==> src/rtl/fwd_hazard_scoreboard_pkg.sv <==
// ---------------------------------------------------------------------------
// fwd_hazard_scoreboard_pkg
//   Shared definitions for the forwarding / hazard scoreboard block:
//   default register-address width, the "read from register file" select
//   code, the multi-cycle scoreboard state encoding and a constant clog2
//   helper used to size select and countdown fields.
// ---------------------------------------------------------------------------
package fwd_hazard_scoreboard_pkg;

    // Default architectural register address width (32 registers).
    localparam int RA_W_DEF = 5;

    // Forward-select code meaning "no bypass, use the register file value".
    localparam int SEL_REGFILE = 0;

    // Multi-cycle unit scoreboard states.
    typedef enum logic {
        ST_IDLE = 1'b0,
        ST_BUSY = 1'b1
    } mc_state_e;

    // Ceiling log2 for sizing fields. Never returns less than 1 so that a
    // field sized with it is always a legal, non-empty vector.
    function automatic int clog2_f(input int v);
        int r;
        r = 0;
        for (int x = v - 1; x > 0; x = x >> 1) begin
            r++;
        end
        if (r < 1) begin
            r = 1;
        end
        return r;
    endfunction

endpackage : fwd_hazard_scoreboard_pkg

==> src/rtl/fwd_hazard_scoreboard_src_sel.sv <==
// ---------------------------------------------------------------------------
// fwd_src_sel
//   Forward-select priority encoder for one EXE-stage source operand.
//   Scans the forwarding stages from nearest (index 0, MEM) to oldest
//   (index NUM_STG-1, WB); the nearest enabled stage whose destination
//   matches the source wins. Register 0 never forwards.
//
// Ports
//   forward_en  in   1              0 forces the register-file select
//   src         in   RA_W           EXE-stage source register
//   dst_stg     in   NUM_STG*RA_W   destination per forwarding stage
//   wb_en_stg   in   NUM_STG        write enable per forwarding stage
//   sel         out  SEL_W          0 = regfile, k = stage NUM_STG-k
// ---------------------------------------------------------------------------
module fwd_src_sel
    import fwd_hazard_scoreboard_pkg::*;
#(
    parameter int RA_W    = RA_W_DEF,
    parameter int NUM_STG = 2,
    parameter int SEL_W   = 2
) (
    input  logic                    forward_en,
    input  logic [RA_W-1:0]         src,
    input  logic [NUM_STG*RA_W-1:0] dst_stg,
    input  logic [NUM_STG-1:0]      wb_en_stg,
    output logic [SEL_W-1:0]        sel
);

    // Walk oldest-to-nearest so that a nearer hit overwrites an older one;
    // the final value is therefore the lowest matching stage index.
    always_comb begin
        sel = SEL_W'(SEL_REGFILE);
        if (forward_en && (src != '0)) begin
            for (int i = NUM_STG - 1; i >= 0; i--) begin
                if (wb_en_stg[i] && (dst_stg[i*RA_W +: RA_W] == src)) begin
                    sel = SEL_W'(NUM_STG - i);
                end
            end
        end
    end

endmodule : fwd_src_sel

==> src/rtl/fwd_hazard_scoreboard.sv <==
// ---------------------------------------------------------------------------
// fwd_hazard_scoreboard
//   Forwarding and hazard unit sitting between ID/EXE and the stall path.
//   - Per-source forward selects over NUM_STG writeback stages.
//   - ID-stage stall: load-use hazards and RAW against the non-pipelined
//     multi-cycle unit (MUL/DIV), whose in-flight destination is tracked by
//     an IDLE/BUSY countdown scoreboard.
//   - forward_en=0 falls back to full interlock: any in-flight RAW stalls.
//   - Saturating counter of stalled cycles for performance monitoring.
//
// Ports
//   clk           in   1               rising-edge clock
//   rst           in   1               asynchronous active-high reset
//   forward_en    in   1               1 = forwarding, 0 = interlock only
//   freeze        in   1               pipeline frozen; state holds
//   src_id        in   NUM_SRC*RA_W    ID-stage source registers
//   src_id_vld    in   NUM_SRC         ID source actually read
//   src_exe       in   NUM_SRC*RA_W    EXE-stage source registers
//   dst_exe       in   RA_W            EXE destination
//   wb_en_exe     in   1               EXE instruction writes a register
//   mem_read_exe  in   1               EXE instruction is a load
//   mc_issue_exe  in   1               EXE instruction issues to MUL/DIV
//   dst_stg       in   NUM_STG*RA_W    destination per forwarding stage
//   wb_en_stg     in   NUM_STG         write enable per forwarding stage
//   sel_fwd       out  NUM_SRC*SEL_W   per-source forward select
//   stall_id      out  1               hold PC/IF/ID, bubble into EXE
//   mc_busy       out  1               multi-cycle op in flight
//   mc_dst        out  RA_W            destination of in-flight op
//   mc_wb_vld     out  1               multi-cycle result writes back now
//   mc_overrun    out  1               sticky: issue while busy
//   stall_cnt     out  CNT_W           saturating stalled-cycle count
// ---------------------------------------------------------------------------
module fwd_hazard_scoreboard
    import fwd_hazard_scoreboard_pkg::*;
#(
    parameter int   RA_W    = RA_W_DEF,
    parameter int   NUM_SRC = 3,
    parameter int   NUM_STG = 2,
    parameter int   MC_LAT  = 4,
    parameter int   CNT_W   = 16,
    localparam int  SEL_W   = clog2_f(NUM_STG + 1)
) (
    input  logic                    clk,
    input  logic                    rst,
    input  logic                    forward_en,
    input  logic                    freeze,
    input  logic [NUM_SRC*RA_W-1:0] src_id,
    input  logic [NUM_SRC-1:0]      src_id_vld,
    input  logic [NUM_SRC*RA_W-1:0] src_exe,
    input  logic [RA_W-1:0]         dst_exe,
    input  logic                    wb_en_exe,
    input  logic                    mem_read_exe,
    input  logic                    mc_issue_exe,
    input  logic [NUM_STG*RA_W-1:0] dst_stg,
    input  logic [NUM_STG-1:0]      wb_en_stg,
    output logic [NUM_SRC*SEL_W-1:0] sel_fwd,
    output logic                    stall_id,
    output logic                    mc_busy,
    output logic [RA_W-1:0]         mc_dst,
    output logic                    mc_wb_vld,
    output logic                    mc_overrun,
    output logic [CNT_W-1:0]        stall_cnt
);

    // Countdown width: holds MC_LAT-1 down to 0.
    localparam int MCC_W = clog2_f(MC_LAT);
    localparam logic [MCC_W-1:0] MC_RELOAD = MCC_W'(MC_LAT - 1);

    mc_state_e         state_q, state_d;
    logic [MCC_W-1:0]  mc_cnt_q, mc_cnt_d;
    logic [RA_W-1:0]   mc_dst_q, mc_dst_d;
    logic              overrun_q, overrun_d;
    logic              wb_vld;
    logic              stall;

    // ---------------- forward selects (combinational) ----------------
    for (genvar s = 0; s < NUM_SRC; s++) begin : g_src
        fwd_src_sel #(
            .RA_W    (RA_W),
            .NUM_STG (NUM_STG),
            .SEL_W   (SEL_W)
        ) u_src_sel (
            .forward_en (forward_en),
            .src        (src_exe[s*RA_W +: RA_W]),
            .dst_stg    (dst_stg),
            .wb_en_stg  (wb_en_stg),
            .sel        (sel_fwd[s*SEL_W +: SEL_W])
        );
    end

    // ---------------- ID-stage stall (combinational) ----------------
    // In forwarding mode only a load in EXE cannot be bypassed in time; the
    // writeback stages are covered by sel_fwd. In interlock mode every
    // pending writer (EXE or any forwarding stage) must drain first. The
    // multi-cycle destination blocks in both modes.
    always_comb begin
        stall = 1'b0;
        for (int s = 0; s < NUM_SRC; s++) begin
            if (src_id_vld[s] && (src_id[s*RA_W +: RA_W] != '0)) begin
                if (forward_en) begin
                    if (mem_read_exe && wb_en_exe &&
                        (src_id[s*RA_W +: RA_W] == dst_exe)) begin
                        stall = 1'b1;
                    end
                end else begin
                    if (wb_en_exe && (src_id[s*RA_W +: RA_W] == dst_exe)) begin
                        stall = 1'b1;
                    end
                    for (int i = 0; i < NUM_STG; i++) begin
                        if (wb_en_stg[i] &&
                            (dst_stg[i*RA_W +: RA_W] == src_id[s*RA_W +: RA_W])) begin
                            stall = 1'b1;
                        end
                    end
                end
                if ((state_q == ST_BUSY) &&
                    (src_id[s*RA_W +: RA_W] == mc_dst_q)) begin
                    stall = 1'b1;
                end
            end
        end
    end

    // ---------------- multi-cycle scoreboard next state ----------------
    // Completion (count 0) may coincide with a new issue: the unit frees
    // and is immediately reloaded. An issue while still counting is a
    // protocol violation; it is flagged and otherwise ignored so the op in
    // flight completes undisturbed.
    always_comb begin
        state_d   = state_q;
        mc_cnt_d  = mc_cnt_q;
        mc_dst_d  = mc_dst_q;
        overrun_d = overrun_q;
        wb_vld    = 1'b0;
        if (!freeze) begin
            case (state_q)
                ST_IDLE: begin
                    if (mc_issue_exe) begin
                        state_d  = ST_BUSY;
                        mc_dst_d = dst_exe;
                        mc_cnt_d = MC_RELOAD;
                    end
                end
                ST_BUSY: begin
                    if (mc_cnt_q != '0) begin
                        mc_cnt_d = mc_cnt_q - MCC_W'(1);
                        if (mc_issue_exe) begin
                            overrun_d = 1'b1;
                        end
                    end else begin
                        wb_vld = 1'b1;
                        if (mc_issue_exe) begin
                            mc_dst_d = dst_exe;
                            mc_cnt_d = MC_RELOAD;
                        end else begin
                            state_d = ST_IDLE;
                        end
                    end
                end
                default: begin
                    state_d = ST_IDLE;
                end
            endcase
        end
    end

    // ---------------- state registers ----------------
    always_ff @(posedge clk or posedge rst) begin
        if (rst) begin
            state_q   <= ST_IDLE;
            mc_cnt_q  <= '0;
            mc_dst_q  <= '0;
            overrun_q <= 1'b0;
        end else begin
            state_q   <= state_d;
            mc_cnt_q  <= mc_cnt_d;
            mc_dst_q  <= mc_dst_d;
            overrun_q <= overrun_d;
        end
    end

    // ---------------- stall performance counter ----------------
    always_ff @(posedge clk or posedge rst) begin
        if (rst) begin
            stall_cnt <= '0;
        end else if (stall && !freeze && (stall_cnt != '1)) begin
            stall_cnt <= stall_cnt + CNT_W'(1);
        end
    end

    assign stall_id   = stall;
    assign mc_busy    = (state_q == ST_BUSY);
    assign mc_dst     = mc_dst_q;
    assign mc_wb_vld  = wb_vld;
    assign mc_overrun = overrun_q;

endmodule : fwd_hazard_scoreboard

==> config.mk <==
export PLATFORM = sky130hd
export DESIGN_NAME = fwd_hazard_scoreboard
export DESIGN_NICKNAME = d
export VERILOG_FILES = /design/src/rtl/fwd_hazard_scoreboard_pkg.sv /design/src/rtl/fwd_hazard_scoreboard_src_sel.sv /design/src/rtl/fwd_hazard_scoreboard.sv
export SDC_FILE = /design/constraint.sdc
export NUM_CORES = 1
export LEC_CHECK = 0
export ABC_CLOCK_PERIOD_IN_PS = 1800
export BUFFER_PORTS_ARGS = -buffer_cell sky130_fd_sc_hd__buf_2
export CAP_MARGIN = 20
export CORE_MARGIN = 4
export CORE_UTILIZATION = 45
export DETAILED_ROUTE_END_ITERATION = 16
export GPL_TIMING_DRIVEN = 1
export HOLD_SLACK_MARGIN = 0.03
export PLACE_DENSITY = 0.71
export SLEW_MARGIN = 20
export SYNTH_ARGS = -nofsm -noshare
export SYNTH_HDL_FRONTEND = slang
export SYNTH_SLANG_ARGS = --single-unit
export TNS_END_PERCENT = 5
==> constraint.sdc <==
create_clock -name clk -period 1.8 [get_ports clk]
set_input_delay 0 -clock clk [delete_from_list [all_inputs] [get_ports clk]]
set_output_delay 0 -clock clk [all_outputs]
set_load 0.005 [all_outputs]
After elaboration in Yosys (flattened, before gate mapping)
Cells that the tools add are included.

storage, ports and cells
  input port bits = 57
  bits in registers = 25
  word-level logic and storage cells = 111
  output and inout bits = 31

cells by class
  eq/ne operators = 20
  muxes and demuxes = 42
  bitwise logic cells = 2
  reduce and logical (&&, ||, !) cells = 40
  add/subtract/negate cells = 2

operators by type and width
  cell                                                                 count
  5-bit == test                                                        18
  1-bit logical AND                                                    30
  5-bit nonzero test                                                   6
  1-bit 2-to-1 mux                                                     29
  16-bit by 1-bit adder with 16-bit output (second input constant)     1
  2-bit 2-to-1 mux                                                     8
  16-bit != test (second input constant)                               1
  5-bit 2-to-1 mux                                                     2
  5-bit case mux with 2 select lines                                   1
  2-bit case mux with 2 select lines                                   1
  4-bit AND reduction                                                  1
  2-bit != test (second input constant)                                1
  1-bit inverter                                                       2
  1-bit case mux with 2 select lines                                   1
  2-bit AND reduction                                                  1
  2-bit nonzero test                                                   1
  2-bit by 1-bit subtractor with 2-bit output (second input constant)  1
  1-bit zero test                                                      1

Depth between registers and ports, before layout
Gate-level depths: netlist of the first run.

  word-level depth = 22
  gate-level depth with buffers = 9
  depth with buffers taken out = 7

Cells and area by module
A second synthesis of the first run with hierarchy kept.

second synthesis, totals
  cells, all modules = 279
  area total of the unflattened synthesis = 2560.0 µm²

by module, submodules not included
  module                 times used  sequential area each (µm²)  cells each  area an instance (µm²)
  fwd_hazard_scoreboard  1           625.6                       225         2147.1
  fwd_src_sel            3           0.0                         18          137.6

Worst setup path after synthesis of the first run
OpenSTA, ideal clock, no wires.

  path kind = register to register
  from = register stall_cnt[0]
  to = register stall_cnt[7]
  buffers on the path = 1
  arrival time = 1.840 ns
  stages on the path, launching flop included = 9
  library setup time = 0.125 ns
  path slack = -0.165 ns
  path through = dfrtp_1 > ha_1 > and3_1 > and3_1 > and4_1 > clkbuf_2 > nor3b_1 > nand3_2 > xnor2_1

between the ends
  word-level cells in the longest chain between the ends = 2
  elaborated cells on any way between the ends = 3
  those cells by class = 1 x add/sub; 1 x eq/ne; 1 x reduce/logical

ends and longest elaborated chain
  item                                                                                              line                          text
  start, declared                                                                                   fwd_hazard_scoreboard.sv:62   output logic [CNT_W-1:0] stall_cnt
  start signal, assigned                                                                            fwd_hazard_scoreboard.sv:187  stall_cnt <= stall_cnt + CNT_W'(1);
  parallel branches: the longest is 2 deep, another holds 16-bit by 1-bit adder with 16-bit output  --

Parallel ways; which one is timed is not known.
A chain may end at the register's enable or synchronous reset.

Worst setup path in the final report of the first run
  from = register mc_dst_q[3] (netlist: mc_dst[3])
  to = register stall_cnt[1]

between the ends
  word-level cells in the longest chain between the ends = 18
  elaborated cells on any way between the ends = 24
  those cells by class = 3 x eq/ne; 16 x mux; 5 x reduce/logical

ends and longest elaborated chain
  item                                 line                          text
  start, declared                      fwd_hazard_scoreboard.sv:71   logic [RA_W-1:0] mc_dst_q, mc_dst_d;
  start signal, assigned               fwd_hazard_scoreboard.sv:177  mc_dst_q <= mc_dst_d;
  5-bit == test                        fwd_hazard_scoreboard.sv:117  (src_id[s*RA_W +: RA_W] == mc_dst_q)) begin
  1-bit logical AND                    fwd_hazard_scoreboard.sv:116  if ((state_q == ST_BUSY) &&
  1-bit 2-to-1 mux                     fwd_hazard_scoreboard.sv:116
  1-bit 2-to-1 mux                     fwd_hazard_scoreboard.sv:99   if (src_id_vld[s] && (src_id[s*RA_W +: RA_W] != '0)) begin
  1-bit 2-to-1 mux                     fwd_hazard_scoreboard.sv:106  if (wb_en_exe && (src_id[s*RA_W +: RA_W] == dst_exe)) begin
  1-bit 2-to-1 mux (2 in series)       fwd_hazard_scoreboard.sv:110  if (wb_en_stg[i] &&
  1-bit 2-to-1 mux                     fwd_hazard_scoreboard.sv:100  if (forward_en) begin
  1-bit 2-to-1 mux                     fwd_hazard_scoreboard.sv:116
  1-bit 2-to-1 mux                     fwd_hazard_scoreboard.sv:99
  1-bit 2-to-1 mux                     fwd_hazard_scoreboard.sv:106
  1-bit 2-to-1 mux (2 in series)       fwd_hazard_scoreboard.sv:110
  1-bit 2-to-1 mux                     fwd_hazard_scoreboard.sv:100
  1-bit 2-to-1 mux                     fwd_hazard_scoreboard.sv:116
  1-bit 2-to-1 mux (*)                 fwd_hazard_scoreboard.sv:99
  1-bit logical AND (*) (2 in series)  fwd_hazard_scoreboard.sv:186  end else if (stall && !freeze && (stall_cnt != '1)) begin

Every way passes the cells marked *; elsewhere a longest branch is shown, timed or not.

==> metrics.md, run 1 <==
| Metric | Value |
|---|---|
| DP HPWL | `5790 um` |
| Core footprint | `0.00561 sq mm` |
| Cell variety after synth | `42` |
| Worst-path clk slew | `0.08 ns` |
| Synth top area share | `0.237` |
| Critical-path maximum fanout | `6` |
| Worst Tran Pin Value | `just under 0.4 ns` |
| Syn avg cell area | `around 9.2 sq um` |
| Layout cell share with drive strength beyond 1 | `0.406` |
| Post-layout net count | `441` |
| DIE HEIGHT | `84.6 um` |
| Clock Path Buffers | `2` |
| Lkg Pwr | `0.00146 uW` |
| Worst VDD drop | `0.661 mV` |
| Final setup vio count | `16` |
| Worst path required time | `1.96 ns` |
| Total CTS buffers | `3` |
| Post-synth top area cell | `dfrtp_1` |
| Worst hold slack | `0.0647 ns` |
| Initial antenna violation count | `0` |
| Final Max Tran Viols | `0` |
| FILL cells | `520` |
| Clock period minus worst slack | `between 1.5 and 2 ns` |
| Root Buffer | `clkbuf_8` |
| Failing checks | `setup timing` |
| Wire per inst | `15.8 um` |
| TNS Setup | `-1.04 ns` |
| Slew HR | `0.734` |
| Post-synth top cells | `xnor2_1 (54), xor2_1 (49), dfrtp_1 (25)` |
| Die W | `~85 um` |
| Die area | `0.00716 sq mm` |
| CP Capture Type | `flop` |
| Worst skew pair latency | `0.27 ns` |
| CTS tree | `built` |
| Total power | `2380 uW` |
| Area growth from synthesis to layout | `26.1%` |
| Dpl cell area | `0.00323 sq mm` |
| Cell Area, Synth | `0.00264 sq mm` |
| Global-route wire length before repair | `12300 um` |
| Post-synth EDFFs | `0` |
| Syn Nets | `345` |
| Unrepaired setup endpoints after global routing | `yes` |
| Status | `complete, but fails checks` |
| Hold Crit Class | `input pin to flop` |
| FF+latch count, synth | `25` |
| Fmax | `0.522 GHz` |
| Max Cap Viol | `0` |
| Gr ovfl total | `0` |
| CP arrival | `~2.1 ns` |
| CTS Sinks | `25` |
| ANT cells | `0` |
| Drt pass-1 iters | `4` |
| Total number of vias | `2397` |
| Ys flop type | `dfrtp_1` |
| Routability Congestion | `0.868` |
| Most common cell in the netlist | `xnor2_1` |
| Pre-CTS setup slack | `-0.152 ns` |
| DRC Markers | `0` |
| Via-to-Cell Ratio | `5.28` |
| Largest cells by area after synthesis | `dfrtp_1 (24%), xnor2_1 (18%), xor2_1 (16%)` |
| Initial Util | `0.471` |
| I/O Pins | `88` |
| Power per Cell Area | `713 mW/mm^2` |
| Post-route ant nets | `0` |
| Vias in the first global route | `around 2600` |
| Final WL | `just over 7000 um` |
| Synthesis Warnings | `0` |
| Fin. Hold Viols | `0` |
| Setup Skew | `0.00800 ns` |
| Fin worst setup slack | `-0.116 ns` |
| Tot GR Track Use | `0.207` |
| Largest net degree at the start of global routing | `26` |
| Seq/Total Area, Yosys | `0.237` |
| Post-Synthesis Cells | `287` |
| H-tree levels | `1` |
| Iter 0 DRT Violations | `123` |
| # rows | `27` |
| PortBufs | `87` |
| Tcrit/Tclk final | `1.06` |
| Async set-or-reset flop fraction in the synthesized netlist | `1.00` |
| Final instance area | `0.00333 sq mm` |
| Critical path class | `flop to flop` |
| Startpoint types | `flop` |
==> repair_timing <==
action                                  CTS  global route
gates resized for setup                   3             4
endpoints found under the setup margin   16            17
pin swaps                                11             5
setup buffers                             1             0
cloned                                    1             0
hold buffers                              3             0
endpoints found under the hold margin    27             0
==> final timing paths <==
path | slack [ns] | depth (start not counted) | endpoint | startpoint
setup / recovery | -0.12 | 7 | stall_cnt[1] | mc_dst[3]
hold reg to reg | 0.48 | 1 | mc_overrun | mc_overrun
setup reg to reg | -0.12 | 7 | stall_cnt[1] | mc_dst[3]
min in group asynchronous | 0.31 | 4 | stall_cnt[3] | rst
hold / removal | 0.06 | 2 | mc_dst[4] | dst_exe[4]
max in group asynchronous | 1.21 | 4 | mc_dst[2] | rst
==> state kept, by name, summed over array words and instances (netlist names) <==
register,cells
mc_busy,1
mc_cnt_q,2
mc_dst,5
mc_overrun,1
stall_cnt,16
==> power by group <==
group          switching [uW]  internal, uW  total, uW
clock network             174           155        329
registers                 158           689        847
logic                     548           654       1200
==> critical path, cell delays in order (launching register included) <==
cell      delay, ns
dfrtp_1        0.42
xor2_1         0.15
nor4_1         0.25
and3_1         0.20
a221oi_2       0.05
o211ai_4       0.28
nand3_2        0.14
mux2_4         0.32
==> layout make-up <==
cell class | count | area, sq um | share of cell area
multi-input cells | 229 | 1850 | 0.555
repair buffers | 120 | 704 | 0.211
flip-flops and latches | 25 | 628 | 0.188
well taps | 72 | 90.1 | 0.0270
clock buffers | 3 | 41.3 | 0.0124
inverters | 4 | 15.0 | 0.00450
clock inverters | 1 | 5.00 | 0.00150
==> per-layer routing <==
| layer | track usage | share of wire | up-vias |
|---|---|---|---|
| li1 | - | - | 1178 |
| met1 | 0.260 | 0.44 | 1151 |
| met2 | 0.373 | 0.50 | 59 |
| met3 | 0.0236 | 0.044 | 9 |
| met4 | 0.0518 | 0.013 | 0 |
| met5 | 0 | 0 | - |
==> through the flow <==
step / utilization / instances
floorplan: - / 287
global placement: 0.575 / 445
detailed placement: 0.575 / 445
CTS: 0.593 / 454
global route: 0.594 / 454
finish: 0.594 / 454
==> cell usage in the layout (no fill, tap or decap), types with 9 or more instances in the layout <==
cell type | Yosys | final
buf_2 | 17 | 86
buf_4 | 5 | 28
dfrtp_1 | 25 | 23
nand2_1 | 10 | 10
nand3_1 | 10 | 10
nand3_2 | 9 | 9
nand4_1 | 13 | 13
nor2_1 | 11 | 11
nor4_1 | 11 | 11
xnor2_1 | 54 | 54
xor2_1 | 49 | 49
==> kinds of logic after synthesis <==
logic type	after synthesis	share of synthesized area
adders and majority gates	1	0.00473
DFF	25	0.237
muxes	7	0.0312
xor gates and xnor gates	104	0.348
AOI/OAI and AO/OA	21	0.0715
buffers and inverters	33	0.0767
and+or+nand+nor	96	0.232
Power figures use the tool's default switching activity.
==> run 2, diff against run 1 <==
--- a/config.mk
+++ b/config.mk
@@ -14,6 +14,7 @@
 export GPL_TIMING_DRIVEN = 1
 export HOLD_SLACK_MARGIN = 0.03
 export PLACE_DENSITY = 0.71
+export RECOVER_POWER = 50
 export SLEW_MARGIN = 20
 export SYNTH_ARGS = -nofsm -noshare
 export SYNTH_HDL_FRONTEND = slang
==> metrics.md, run 2 (same netlist as run 1, synthesis figures left out) <==
| Metric | Value |
|---|---|
| Final WL | `7210 um` |
| H-tree levels | `1` |
| Root Buffer | `clkbuf_8` |
| DRC Markers | `0` |
| Switching Fraction | `0.371` |
| Worst skew pair latency | `0.27 ns` |
| Worst path required time | `1.96 ns` |
| Status | `complete, but fails checks` |
| Hold Crit Class | `input pin to flop` |
| Final instance area | `between 0.003 and 0.004 sq mm` |
| Dpl cell area | `0.00323 sq mm` |
| Final Max Tran Viols | `0` |
| Worst-path clk slew | `0.08 ns` |
| Clock Path Buffers | `2` |
| Logic pwr share | `0.504` |
| Tot GR Track Use | `0.207` |
| Max reg flops | `16` |
| Gr ovfl total | `0` |
| FILL cells | `524` |
| Critical path's largest stage delay | `about 0.42 ns` |
| Worst VDD drop | `0.662 mV` |
| Lkg Pwr | `0.00144 uW` |
| Fin. Hold Viols | `0` |
| Sw Pwr | `882 uW` |
| Critical-path maximum fanout | `6` |
| Critical path class | `flop to flop` |
| Fin worst setup slack | `-0.122 ns` |
| Reg-to-reg slack, setup | `-0.12 ns` |
| Commonest non-fill, non-tap cells in the layout | `buf_2 (83), xnor2_1 (54), xor2_1 (49)` |
| Clock period minus worst slack | `approximately 1.9 ns` |
| Post-route ant nets | `0` |
| Unrepaired setup endpoints after global routing | `yes` |
| Initial Util | `0.471` |
| CP Capture Type | `flop` |
| Total number of vias | `about 2400` |
| DIE HEIGHT | `84.6 um` |
| Iter 0 DRT Violations | `roughly 120` |
| Die area | `0.00716 sq mm` |
| # rows | `27` |
| Final setup vio count | `16` |
| Non-filler cells, final | `454` |
| Drt pass-1 iters | `4` |
| Max Cap Viol | `0` |
| Vias in the first global route | `2555` |
| Startpoint types | `flop` |
| DP HPWL | `5790 um` |
| Routability Congestion | `0.868` |
| Power per Cell Area | `about 710 mW/mm^2` |
| Initial antenna violation count | `0` |
| Slew HR | `0.587` |
| Worst hold slack | `0.0641 ns` |
| Core footprint | `0.00561 sq mm` |
| Placed cells | `445` |
| Wire per inst | `about 16 um` |
| Via-to-Cell Ratio | `5.30` |
| Largest Register | `stall_cnt` |
| Internal | `1490 uW` |
| Sequential power share | `0.357` |
| Total CTS buffers | `3` |
| CP arrival | `approximately 2.1 ns` |
| Cells along the critical path | `xor2_1, nor4_1, and3_1, a221oi_2, o211ai_4, nand3_2, mux2_4` |
| Layout cell share with drive strength beyond 1 | `0.398` |
| Clock Power Share | `0.139` |
| Die W | `around 85 um` |
| I/O Pins | `between 80 and 90` |
| Tcrit/Tclk final | `1.07` |
| ANT cells | `0` |
| Fmax | `approximately 0.52 GHz` |
| Setup Skew | `0.00842 ns` |
| CTS Sinks | `25` |
| Failing checks | `setup timing` |
| Largest net degree at the start of global routing | `26` |
| CTS tree | `built` |
| Global-route wire length before repair | `between 10000 and 15000 um` |
| Worst Tran Pin Value | `0.619 ns` |
| PortBufs | `87` |
| Commonest non-fill, non-tap cell in the layout | `buf_2` |
| Slowest-stage cell, CP | `dfrtp_1` |
| Post-layout net count | `441` |
| Area growth from synthesis to layout | `25.9%` |
| Buf/Inv on CP | `0` |
| Crit path max-delay family | `simple AND/OR/NAND/NOR gates` |
==> run 2: power groups by stage <==
stage | sequential [uW] | clock [uW] | combinational, uW
3_3_place_gp | 847 | 0 | 1130
6_report | 849 | 330 | 1200
2_1_floorplan | 858 | 0 | 686
5_1_grt | 873 | 375 | 1340
3_5_place_dp | 850 | 0 | 1160
4_1_cts | 839 | 349 | 1200
==> run 2: area by class of cell <==
type                    instances  area, sq um  area share
clock inverters                 1         5.00     0.00150
flip-flops and latches         25          628       0.189
repair buffers                120          698       0.210
multi-input cells             229         1850       0.556
inverters                       4         15.0     0.00451
well taps                      72         90.1      0.0271
clock buffers                   3         41.3      0.0124
==> run 2: what timing repair did <==
item | 4_1_cts | 5_1_grt
setup endpoints to repair | 16 | 17
hold buffers | 3 | 0
resized for setup | 3 | 4
cloned | 1 | 0
buffers inserted | 1 | 0
hold endpoints to repair | 27 | 0
pin swaps | 11 | 5
==> run 2: final timing paths <==
path,start,end,cells past startpoint
worst max-delay path,mc_dst[3],stall_cnt[1],7
worst min-delay path,dst_exe[4],mc_dst[4],2
worst max register to register,mc_dst[3],stall_cnt[1],7
worst min register to register,mc_overrun,mc_overrun,1
max in group asynchronous,rst,mc_dst[2],4
min in group asynchronous,rst,stall_cnt[3],4
==> run 2: metrics by stage <==
stage / setup slack, ns / util / total power [uW] / TNS [ns]
finish: -0.122 / 0.593 / 2380 / -1.12
global route: -0.237 / 0.593 / 2580 / -3.14
CTS: -0.131 / 0.593 / 2390 / -1.49
detailed placement: -0.152 / 0.575 / 2010 / -1.52
global placement: -0.102 / 0.575 / 1970 / -0.932
floorplan: -0.0651 / - / 1540 / -0.397
==> run 2: per-layer routing <==
metal | vias up | routed length, um | GRT usage
met3 | 9 | 364 | 0.0236
li1 | 1178 | - | -
met2 | 73 | 3610 | 0.373
met1 | 1144 | 3140 | 0.260
met4 | 0 | 92 | 0.0518
met5 | - | 0 | 0
==> run 2: worst reg2reg max path: stages (launching register included) <==
cell      delay [ns]
dfrtp_1         0.42
xor2_1          0.15
nor4_1          0.25
and3_1          0.20
a221oi_2        0.05
o211ai_4        0.28
nand3_2         0.14
mux2_4          0.32
==> run 3, diff against run 2 <==
--- a/config.mk
+++ b/config.mk
@@ -5,15 +5,17 @@
 export SDC_FILE = /design/constraint.sdc
 export NUM_CORES = 1
 export LEC_CHECK = 0
+export ABC_AREA = 1
 export ABC_CLOCK_PERIOD_IN_PS = 1800
 export BUFFER_PORTS_ARGS = -buffer_cell sky130_fd_sc_hd__buf_2
 export CAP_MARGIN = 20
+export CORE_ASPECT_RATIO = 1.1
 export CORE_MARGIN = 4
 export CORE_UTILIZATION = 45
 export DETAILED_ROUTE_END_ITERATION = 16
 export GPL_TIMING_DRIVEN = 1
 export HOLD_SLACK_MARGIN = 0.03
-export PLACE_DENSITY = 0.71
+export PLACE_DENSITY = 0.7
 export RECOVER_POWER = 50
 export SLEW_MARGIN = 20
 export SYNTH_ARGS = -nofsm -noshare
==> metrics.md, run 3 <==
| Metric | Value |
|---|---|
| Area growth from synthesis to layout | `23.0%` |
| Seq/Total Area, Yosys | `0.209` |
| CTS Sinks | `25` |
| Cells along the critical path | `ha_2, nand3_4, nor2_4, nand3_1, nor2_2, nand4_4, buf_4, nand4_1, nand2_1` |
| Iter 0 DRT Violations | `284` |
| Worst hold slack | `between 0.07 and 0.08 ns` |
| Critical path's largest stage delay | `0.37 ns` |
| Post-route ant nets | `0` |
| Non-filler cells, final | `around 700` |
| Multi-input logic area | `0.00208 sq mm` |
| TNS Setup | `0 ns` |
| Met2 WL post-DR | `~4600 um` |
| Slew HR | `0.580` |
| PortBufs | `between 80 and 90` |
| Total CTS buffers | `3` |
| Top routing layer used | `met4` |
| Tot GR Track Use | `0.250` |
| Startpoint types | `flop` |
| Commonest non-fill, non-tap cells in the layout | `nand2_1 (192), buf_2 (83), nor2_1 (66)` |
| Wire per inst | `14.3 um` |
| Lkg Pwr | `0.00206 uW` |
| CP Capture Type | `flop` |
| FILL cells | `634` |
| Max reg flops | `16` |
| H-tree levels | `1` |
| Routability Congestion | `1.01` |
| Total number of vias | `3781` |
| Placed cells | `693` |
| Gr ovfl total | `0` |
| Post-layout net count | `682` |
| Most common cell in the netlist | `nand2_1` |
| Final Max Tran Viols | `0` |
| Async set-or-reset flop fraction in the synthesized netlist | `1.00` |
| CP arrival | `1.90 ns` |
| DRC Markers | `0` |
| Syn avg cell area | `between 5 and 6 sq um` |
| Largest cells by area after synthesis | `nand2_1 (24%), dfrtp_1 (21%), nor2_1 (8.3%)` |
| Post-synth EDFFs | `0` |
| # rows | `30` |
| Clock period minus worst slack | `1.72 ns` |
| Root Buffer | `clkbuf_8` |
| ANT cells | `0` |
| CTS tree | `built` |
| Largest net degree at the start of global routing | `26` |
| Global-route wire length before repair | `about 16000 um` |
| Slowest-stage cell, CP | `dfrtp_1` |
| Hold Crit Class | `input pin to flop` |
| Power per Cell Area | `656 mW/mm^2` |
| Core footprint | `0.00631 sq mm` |
| Dpl cell area | `about 0.0036 sq mm` |
| Worst skew pair latency | `0.29 ns` |
| Status | `complete, no violations` |
| Final WL | `10000 um` |
| Vias in the first global route | `roughly 3300` |
| Initial antenna violation count | `0` |
| Syn Nets | `582` |
| Fin. Hold Viols | `0` |
| Max Cap Viol | `0` |
| Unrepaired setup endpoints after global routing | `yes` |
| Setup Skew | `0.0113 ns` |
| Worst VDD drop | `0.482 mV` |
| Buf/Inv on CP | `1` |
| Worst Tran Pin Value | `approximately 0.63 ns` |
| Critical path class | `flop to flop` |
| Worst-path clk slew | `roughly 0.10 ns` |
| Total power | `about 2400 uW` |
| Post-synth top area cell | `nand2_1` |
| Synthesis Warnings | `0` |
| FF-to-FF path depth | `9` |
| Final setup vio count | `0` |
| Cell Area, Synth | `around 0.003 sq mm` |
| DIE HEIGHT | `93.6 um` |
| Synth top area share | `0.242` |
| Critical-path maximum fanout | `9` |
| Crit path max-delay family | `simple AND/OR/NAND/NOR gates` |
| Clock Path Buffers | `2` |
| Via-to-Cell Ratio | `5.38` |
| Storage cell area | `629 sq um` |
| Die W | `85.8 um` |
| Met3 WL | `between 900 and 1000 um` |
| Ys flop type | `dfrtp_1` |
| Tcrit/Tclk final | `0.956` |
| Critical path depth in cells | `9` |
| Drt pass-1 iters | `6` |
| Post-Synthesis Cells | `524` |
| Cell variety after synth | `35` |
| Largest Register | `stall_cnt` |
| FF+latch count, synth | `25` |
| Post-synth top cells | `nand2_1 (193), nor2_1 (66), inv_1 (39)` |
| DP HPWL | `7870 um` |
| Min-Delay Path Depth | `3` |
| Initial Util | `0.475` |
| I/O Pins | `88` |
| Commonest non-fill, non-tap cell in the layout | `nand2_1` |
| Die area | `roughly 0.008 sq mm` |
| Wl on met1 | `4240 um` |
| Final instance area | `0.00368 sq mm` |
| Worst path required time | `1.98 ns` |
| Layout cell share with drive strength beyond 1 | `0.258` |
| Fmax | `0.581 GHz` |
==> run 3: changes by cell type in the layout (fill, tap and decap cells not counted), moves of 20 or more <==
cell,previous run,this run
nor2_1,11,66
o21ai_0,4,24
xor2_1,49,19
inv_2,1,32
xnor2_1,54,10
inv_1,3,36
nand2_1,10,192
==> run 3: path summary, 6_finish.rpt <==
| kind | start | endpoint | slack [ns] |
|---|---|---|---|
| max | stall_cnt[1] | stall_cnt[4] | 0.08 |
| min | mc_issue_exe | mc_cnt_q[0] | 0.08 |
| max reg2reg | stall_cnt[1] | stall_cnt[4] | 0.08 |
| min reg2reg | mc_overrun | mc_overrun | 0.48 |
| max in group asynchronous | rst | mc_dst[4] | 0.94 |
| min in group asynchronous | rst | stall_cnt[12] | 0.40 |
==> run 3: stage by stage <==
step	utilization	setup slack, ns
after global placement	0.563	0.0826
after floorplan	-	0.145
after detailed placement	0.563	0.0511
after CTS	0.575	0.0246
after global routing	0.584	-0.0424
final	0.584	0.0797
==> run 3: routing by layer <==
metal	vias up	track usage
met3	25	0.0282
met5	-	0
li1	1877	-
met1	1697	0.343
met2	182	0.403
met4	0	0.0923
==> run 3: worst register-to-register path, stage by stage, from the launching register on <==
cell     delay, ns
dfrtp_1       0.37
ha_2          0.21
nand3_4       0.11
nor2_4        0.14
nand3_1       0.11
nor2_2        0.14
nand4_4       0.15
buf_4         0.22
nand4_1       0.10
nand2_1       0.07
==> run 3: cell families (layout without fill, tap and decap cells) <==
| logic type | count (synthesis) | count (layout) | share of synthesized area |
|---|---|---|---|
| AOI/OAI and AO/OA | 51 | 51 | 0.0986 |
| xor gates and xnor gates | 29 | 29 | 0.0848 |
| adders and majority gates | 1 | 1 | 0.00418 |
| buffers and inverters | 78 | 176 | 0.106 |
| DFF | 25 | 25 | 0.209 |
| and+or+nand+nor | 340 | 341 | 0.497 |
==> run 3: area by class of cell <==
cell class | instances | share of cell area
Sequential cell | 25 | 0.171
Clock inverter | 1 | 0.00204
Clock buffer | 3 | 0.0112
Tap cell | 80 | 0.0272
Inverter | 69 | 0.0703
Timing Repair Buffer | 103 | 0.154
Multi-Input combinational cell | 422 | 0.565
==> run 3: repair_timing <==
item,CTS,global route
pin swaps,0,1
setup buffers,0,3
endpoints found under the hold margin,26,0
resized for setup,3,12
cloned,0,1
hold buffers,2,0
endpoints found under the setup margin,1,17
==> run 3: power breakdown <==
group	leakage (uW)	switching, uW	internal [uW]
Combinational	0.00172	710	493
Sequential	0.000322	169	684
Clock	0.0000217	203	158
